**src/rtl/hazard_ctrl_pkg.sv**
```systemverilog
// Shared definitions for the LEGv8 hazard controller: FSM states, forwarding selects, XZR index.
// Definitions only; no latency, no backpressure.
package hazard_ctrl_pkg;

    typedef enum logic [1:0] {
        RUN       = 2'd0,
        HOLD      = 2'd1,
        HOLD_PEND = 2'd2
    } state_t;

    localparam logic [1:0] FWD_RF  = 2'b00;
    localparam logic [1:0] FWD_WB  = 2'b01;
    localparam logic [1:0] FWD_MEM = 2'b10;

    localparam logic [4:0] ZR_IDX = 5'd31;

endpackage

```
**src/rtl/hazard_ctrl_fwd_unit.sv**
```systemverilog
// Forwarding select for one EX-stage source operand; EX/MEM result beats MEM/WB.
// Latency: combinational. Backpressure: none, evaluated every cycle.
module fwd_unit #(
    parameter logic [4:0] ZR_IDX = hazard_ctrl_pkg::ZR_IDX
) (
    input  logic [4:0] src,
    input  logic [4:0] mem_write_reg,
    input  logic       mem_regwrite,
    input  logic [4:0] wb_write_reg,
    input  logic       wb_regwrite,
    output logic [1:0] sel
);
    import hazard_ctrl_pkg::*;

    always_comb begin
        sel = FWD_RF;
        if (mem_regwrite && (mem_write_reg != ZR_IDX) && (mem_write_reg == src)) begin
            sel = FWD_MEM;
        end else if (wb_regwrite && (wb_write_reg != ZR_IDX) && (wb_write_reg == src)) begin
            sel = FWD_WB;
        end
    end

endmodule

```
**src/rtl/hazard_ctrl.sv**
```systemverilog
// LEGv8 5-stage hazard controller: load-use stall, branch flush, memory-wait freeze, forwarding, event counters.
// Latency: all controls combinational; counters update on the following edge. Backpressure: mem_busy freezes every stage.
module hazard_ctrl #(
    parameter int         CNT_W  = 32,
    parameter logic [4:0] ZR_IDX = hazard_ctrl_pkg::ZR_IDX
) (
    input  logic             clock,
    input  logic             rst_n,
    input  logic [4:0]       id_rn,
    input  logic [4:0]       id_rm,
    input  logic             id_uses_rm,
    input  logic [4:0]       ex_rn,
    input  logic [4:0]       ex_rm,
    input  logic [4:0]       ex_write_reg,
    input  logic             ex_memread,
    input  logic [4:0]       mem_write_reg,
    input  logic             mem_regwrite,
    input  logic             mem_branch_taken,
    input  logic [4:0]       wb_write_reg,
    input  logic             wb_regwrite,
    input  logic             mem_busy,
    output logic             pc_write,
    output logic             ifid_write,
    output logic             idex_write,
    output logic             exmem_write,
    output logic             idex_bubble,
    output logic             flush,
    output logic [1:0]       fwd_a,
    output logic [1:0]       fwd_b,
    output logic [CNT_W-1:0] stall_count,
    output logic [CNT_W-1:0] flush_count
);
    import hazard_ctrl_pkg::*;

    state_t     state_q, state_d;
    logic       load_use;
    logic       do_flush;
    logic       do_bubble;
    logic [1:0] fa_raw, fb_raw;

    assign load_use = ex_memread && (ex_write_reg != ZR_IDX) &&
                      ((ex_write_reg == id_rn) || (id_uses_rm && (ex_write_reg == id_rm)));

    // A taken branch seen while frozen is remembered in HOLD_PEND and flushed on the exit cycle.
    always_comb begin
        state_d   = state_q;
        do_flush  = 1'b0;
        do_bubble = 1'b0;
        if (mem_busy) begin
            if (mem_branch_taken || (state_q == HOLD_PEND)) begin
                state_d = HOLD_PEND;
            end else begin
                state_d = HOLD;
            end
        end else begin
            state_d = RUN;
            if (mem_branch_taken || (state_q == HOLD_PEND)) begin
                do_flush = 1'b1;
            end else if (load_use) begin
                do_bubble = 1'b1;
            end
        end
    end

    always_comb begin
        pc_write    = 1'b1;
        ifid_write  = 1'b1;
        idex_write  = 1'b1;
        exmem_write = 1'b1;
        idex_bubble = 1'b0;
        flush       = 1'b0;
        if (rst_n) begin
            if (mem_busy) begin
                pc_write    = 1'b0;
                ifid_write  = 1'b0;
                idex_write  = 1'b0;
                exmem_write = 1'b0;
            end else if (do_bubble) begin
                pc_write    = 1'b0;
                ifid_write  = 1'b0;
                idex_bubble = 1'b1;
            end
            flush = do_flush;
        end
    end

    fwd_unit #(.ZR_IDX(ZR_IDX)) u_fwd_a (
        .src          (ex_rn),
        .mem_write_reg(mem_write_reg),
        .mem_regwrite (mem_regwrite),
        .wb_write_reg (wb_write_reg),
        .wb_regwrite  (wb_regwrite),
        .sel          (fa_raw)
    );

    fwd_unit #(.ZR_IDX(ZR_IDX)) u_fwd_b (
        .src          (ex_rm),
        .mem_write_reg(mem_write_reg),
        .mem_regwrite (mem_regwrite),
        .wb_write_reg (wb_write_reg),
        .wb_regwrite  (wb_regwrite),
        .sel          (fb_raw)
    );

    assign fwd_a = rst_n ? fa_raw : FWD_RF;
    assign fwd_b = rst_n ? fb_raw : FWD_RF;

    always_ff @(posedge clock or negedge rst_n) begin
        if (!rst_n) begin
            state_q     <= RUN;
            stall_count <= '0;
            flush_count <= '0;
        end else begin
            state_q <= state_d;
            if (do_bubble) begin
                stall_count <= stall_count + CNT_W'(1);
            end
            if (do_flush) begin
                flush_count <= flush_count + CNT_W'(1);
            end
        end
    end

endmodule

```
**config.mk**
```make
export PLATFORM = sky130hd
export DESIGN_NAME = hazard_ctrl
export DESIGN_NICKNAME = d
export VERILOG_FILES = /design/src/rtl/hazard_ctrl_pkg.sv /design/src/rtl/hazard_ctrl_fwd_unit.sv /design/src/rtl/hazard_ctrl.sv
export SDC_FILE = /design/constraint.sdc
export NUM_CORES = 1
export LEC_CHECK = 0
export CELL_PAD_IN_SITES_DETAIL_PLACEMENT = 1
export CELL_PAD_IN_SITES_GLOBAL_PLACEMENT = 1
export CORE_MARGIN = 5
export CORE_UTILIZATION = 36
export DETAILED_ROUTE_END_ITERATION = 8
export PLACE_DENSITY_LB_ADDON = 0.1
export SLEW_MARGIN = 20
export SYNTH_ARGS = -nofsm -noshare
export SYNTH_HDL_FRONTEND = slang
export SYNTH_SLANG_ARGS = --single-unit
```
**constraint.sdc**
```tcl
create_clock -name clock -period 2.1 [get_ports clock]
set_input_delay 0.315 -clock clock [delete_from_list [all_inputs] [get_ports clock]]
set_output_delay 0.315 -clock clock [all_outputs]
set_load 0.02 [all_outputs]
```
Word level (Yosys, flattened, before mapping). Cells that the tools add are included.

$add $sub $neg: 2. Reduce and logical (&&, ||, !) cells: 11. Eq/ne operators: 10. Muxes and demuxes: 22.

Operators by type and width (count): 32-bit by 1-bit adder with 32-bit output, second input constant (2); 5-bit equality test (6); 1-bit 2-to-1 mux (16); 5-bit != test, second input constant (3); 2-bit 2-to-1 mux (6); 1-bit logical AND (9); 2-bit equality test, second input constant (1); 1-bit logical OR (2).

Bits in registers: 66. Word-level logic and storage cells: 48. Bits of input ports: 43. Output and inout port bits: 74.

Logic depth before layout (Yosys ltp).
Depth after elaboration: 10. Gate-level depth with buffers: 7. Mapped depth without buffers: 6.

Cells and area by module. A second synthesis with hierarchy kept.

Cells, all modules: 340. Area total of the unflattened synthesis: 3723.6 um^2.

By module, submodules not included: hazard_ctrl (area an instance 3438.3 um^2, seq. area each 1651.6 um^2, cells an instance 302, times used 1); fwd_unit (area an instance 142.6 um^2, seq. area each 0.0 um^2, cells an instance 19, times used 2).

Worst setup path before layout. Ideal clock, no wire load.

Path type: reg2out. Start point: register state_q[0]. End point: output port pc_write. Data required time: 1.785 ns. Cell stages (with the launch flop): 8. Slack: 0.044 ns. Arrival time: 1.741 ns. Buffers on the path: 2. Cells stage by stage: dfrtp_1 nor2b_1 nor2_1 o211ai_1 clkbuf_1 o21ai_0 nand2_1 buf_4.

Word-level cells in the longest chain between the ends: 7.

RTL lines: from (decl) (line hazard_ctrl.sv:35) `state_t state_q, state_d;`; from (signal assigned) (line hazard_ctrl.sv:114) `state_q <= state_d;`; 2-bit equality test (line hazard_ctrl.sv:57) `if (mem_branch_taken || (state_q == HOLD_PEND)) begin`; 1-bit logical OR (line hazard_ctrl.sv:57); 1-bit 2-to-1 mux (line hazard_ctrl.sv:57); 1-bit 2-to-1 mux (line hazard_ctrl.sv:49) `if (mem_busy) begin`; 1-bit 2-to-1 mux (3 in a row); to (decl) (line hazard_ctrl.sv:22) `output logic pc_write,`.

No other way between the ends.

Worst setup path in the final report.
Start point: input port wb_regwrite. End point: output port fwd_b[0].

Word-level cells in the longest chain between the ends: 5.

RTL lines: from (decl) (line hazard_ctrl.sv:20) `input logic wb_regwrite,`; 1-bit logical AND (2 in a row) (line hazard_ctrl_fwd_unit.sv:19) `end else if (wb_regwrite && (wb_write_reg != ZR_IDX) && (wb_write_reg == src)) begin`; 1-bit 2-to-1 mux (line hazard_ctrl_fwd_unit.sv:19); 2-bit 2-to-1 mux (line hazard_ctrl_fwd_unit.sv:17) `if (mem_regwrite && (mem_write_reg != ZR_IDX) && (mem_write_reg == src)) begin`; 2-bit 2-to-1 mux (line hazard_ctrl.sv:106) `assign fwd_b = rst_n ? fb_raw : FWD_RF;`; to (decl) (line hazard_ctrl.sv:29) `output logic [1:0] fwd_b,`.

No other way between the ends.

==> results.md <==
* Worst Skew at about 0.009 ns
* TritonCTS Buffers at 9
* Worst Path Required at ~1.8 ns
* Async SR Flop Fraction at 100%
* Family with the most delay on the worst path: buffers and inverters
* Port-buffer cells at 116
* Total wire length at 11300 um
* PnR Total Power at between 3 and 4 mW
* Outcome: complete, no violations
* Number of nets with antenna violations after routing at 0
* Worst VDD drop at about 0.00035 V
* WP data arrival at about 1.7 ns
* Hold slack at 0.304 ns
* Largest area contributor in the netlist: dfrtp_1
* Synth Register Bits at 66
* Die area at 0.0125 mm^2
* Layer with the highest usage: met2
* Crit start category: input pin
* GRT met1 Usage at around 22%
* Clock power frac at a little over a third
* Slowest cell on crit path: or4_1
* Area share of the largest cell type after synthesis at between 40% and 50%
* Final Wtd Congestion at 0.791
* Vias/cell at 4.98
* Post-Synthesis Cells at approximately 340
* Count of different cell masters after synthesis at 40
* Max-Cap Viols at 0
* Clock period minus worst slack at between 2 and 2.5 ns
* Most frequent cells after synthesis: dfrtp_1 (66), xor2_1 (57), xnor2_1 (35), nand3_1 (32), nand2_1 (27)
* Remaining DRCs at 0
* TritonCTS clock tree: yes
* Ant diodes at 0
* Clock sinks at 66
* Static Leakage at between 2 and 3 nW
* Most frequent cell after synthesis: dfrtp_1
* Min-delay worst type: in -> async
* Drt wl/cell at between 15 and 20 um
* Switching part of the total at approximately 29%
* First-pass DRT Iterations at 4
* Core area at about 0.010 mm^2
* Clk buf depth at 2
* Max Slew Vio Count at 0
* Synth Flop Type: dfrtp_1
* Initial DRC count at approximately 110
* Net switching power at ~0.96 mW
* PwrDens at roughly 580 mW/mm^2
* Number of flops mapped to enable cells by yosys at 0
* Crit path cell chain: clkdlybuf4s50_1, o211ai_1, or4_1, nor4_1, buf_2
* Die height at between 100 and 150 um
* First-pass GRT wire length at 18500 um
* Largest stage delay, worst path at between 0.4 and 0.5 ns
* Initial Util at between 30% and 40%
* Die W at approximately 110 um
* Synth-to-layout area growth at 52.1%
* Root Buffer: clkbuf_8
* # rows at 37
* H-tree levels at 3
* IO Pins at between 100 and 150
* Synth warn at 0
* Met3 usage at about 5.2%
* Reg clk slew, reported paths at about 0.080 ns
* Peak Freq at 487 MHz
* Endpoint class of the critical path: output pin
* Final hold viol count at 0
* Worst setup margin at 0.0480 ns
* GR Layer Usage met2 at approximately a third
* Syn Area/Cell at between 10 and 15 um^2
* Largest cells by area after synthesis: dfrtp_1 (44%), xor2_1 (13%), nor4_2 (8.7%), xnor2_1 (8.2%), nand3_1 (4.3%)
* Seq pwr share at between 40 and 50%
* Layout cells sized above 1 at 25.5%
* Final period util at a little over nine tenths
* CP bufs+invs at 2
* Non-Filler Instances at approximately 650
* Worst slack, placed at -0.780 ns
* Aggregate global-route resource usage at a little under a fifth
* Layout Nets at about 550
* Final setup violation count at 0
* Final TNS setup at 0 ns
* Half-perimeter wire length after placement at 8510 um
* Cells after DPL at approximately 630
* Via count at approximately 3200
* Slew of the pin with the lowest slew margin at 0.866 ns
* Seq/Total Area, Yosys at 44.3%
* CP Class: in -> out
* Gate power share at 21.0%
* Max transition margin at ~42%
* Internal power at around 2.3 mW
* GR Overflow Total at 0
* CP Max Fanout at 2
* Synth Net Count at 380
* Clock Latency Late Sink at about 0.34 ns
* Synthesized area at 0.00373 mm^2
* Vias in the first global route at between 3000 and 4000
* Largest net degree at the start of global routing at 48
* Initial antenna violation count at 0
## worst reg2reg max path: stages, from the launching register on
cell and delay, ns:
dfrtp_1 0.46, and4_1 0.24, and2_1 0.28, nand3_1 0.27, nor4_2 0.33, xor2_1 0.18
## worst paths after layout
| kind | slack, ns | to | cells after the start | startpoint |
|---|---|---|---|---|
| worst min-delay path | 0.30 | flush_count[17] | 3 | rst_n |
| worst max register to register | 0.26 | stall_count[15] | 5 | stall_count[10] |
| worst max-delay path | 0.05 | fwd_b[0] | 5 | wb_regwrite |
| min in group clock | 0.48 | stall_count[31] | 1 | stall_count[31] |
| worst min register to register | 0.48 | stall_count[31] | 1 | stall_count[31] |
| max in group asynchronous | 0.72 | stall_count[3] | 3 | rst_n |
## sequential cells by signal, indices dropped and copies added (netlist names)
signal       cells
flush_count     32
stall_count     32
state_q          2
## cell type report
cell class	count	area, um^2
Inverter	1	3.75
Multi-Input combinational cell	258	2110
Tap cell	136	170
Sequential cell	66	1650
Fill cell	1103	4560
Clock inverter	7	98.8
Clock buffer	9	124
Timing Repair Buffer	168	1520
## power by group through the flow
stage / clock (mW) / sequential [mW] / combinational (mW)
after floorplan: 0 / 1.50 / 0.209
after global placement: 0 / 1.43 / 0.673
after detailed placement: 0 / 1.43 / 0.688
after CTS: 1.24 / 1.41 / 0.689
after global routing: 1.31 / 1.42 / 0.741
final: 1.20 / 1.41 / 0.695
## repair_timing
item / CTS / global route
hold endpoints to repair: 17 / 0
pin swaps: 12 / 18
setup buffers: 1 / 0
setup endpoints to repair: 8 / 7
hold buffers: 2 / 0
resized for setup: 63 / 31
## placed cells by master, fill, tap and decap left out, types with 3 or more instances in the layout
master / count
inv_6: 3
clkbuf_8: 9
nand2_1: 27
buf_4: 53
xor2_2: 4
dfrtp_1: 66
xnor2_1: 32
and3_1: 7
xor2_1: 53
clkdlybuf4s50_1: 80
nor2_1: 10
dlygate4sd2_1: 15
nor4_2: 27
xnor2_2: 3
buf_2: 3
nand4_1: 11
dlymetal6s2s_1: 7
clkbuf_2: 4
o211ai_1: 3
and4_1: 6
nor3_1: 8
nand3_1: 32
and2_1: 4
## layer usage
layer	vias up	share of wire (%)
met5	-	0
met3	10	4.4
met2	71	52
li1	1530	-
met4	0	0.90
met1	1604	42
## metrics by stage
stage,cell area (um^2),utilization [%]
after floorplan,3730,-
after global placement,5370,52.5
after detailed placement,5370,52.5
after CTS,5610,54.8
after global routing,5680,55.5
final,5680,55.5
## cell families (layout without fill, tap and decap cells)
group                      Yosys count  count (layout)  synth area share (%)
muxes                                2               2                 0.604
adders and majority gates            2               2                 0.671
AOI/OAI and AO/OA                    7               7                  1.54
xor gates and xnor gates            92              92                  21.6
DFF                                 66              66                  44.3
buffers and inverters               11             185                  2.05
and+or+nand+nor                    155             155                  29.3
Power figures use the tool's default switching activity.
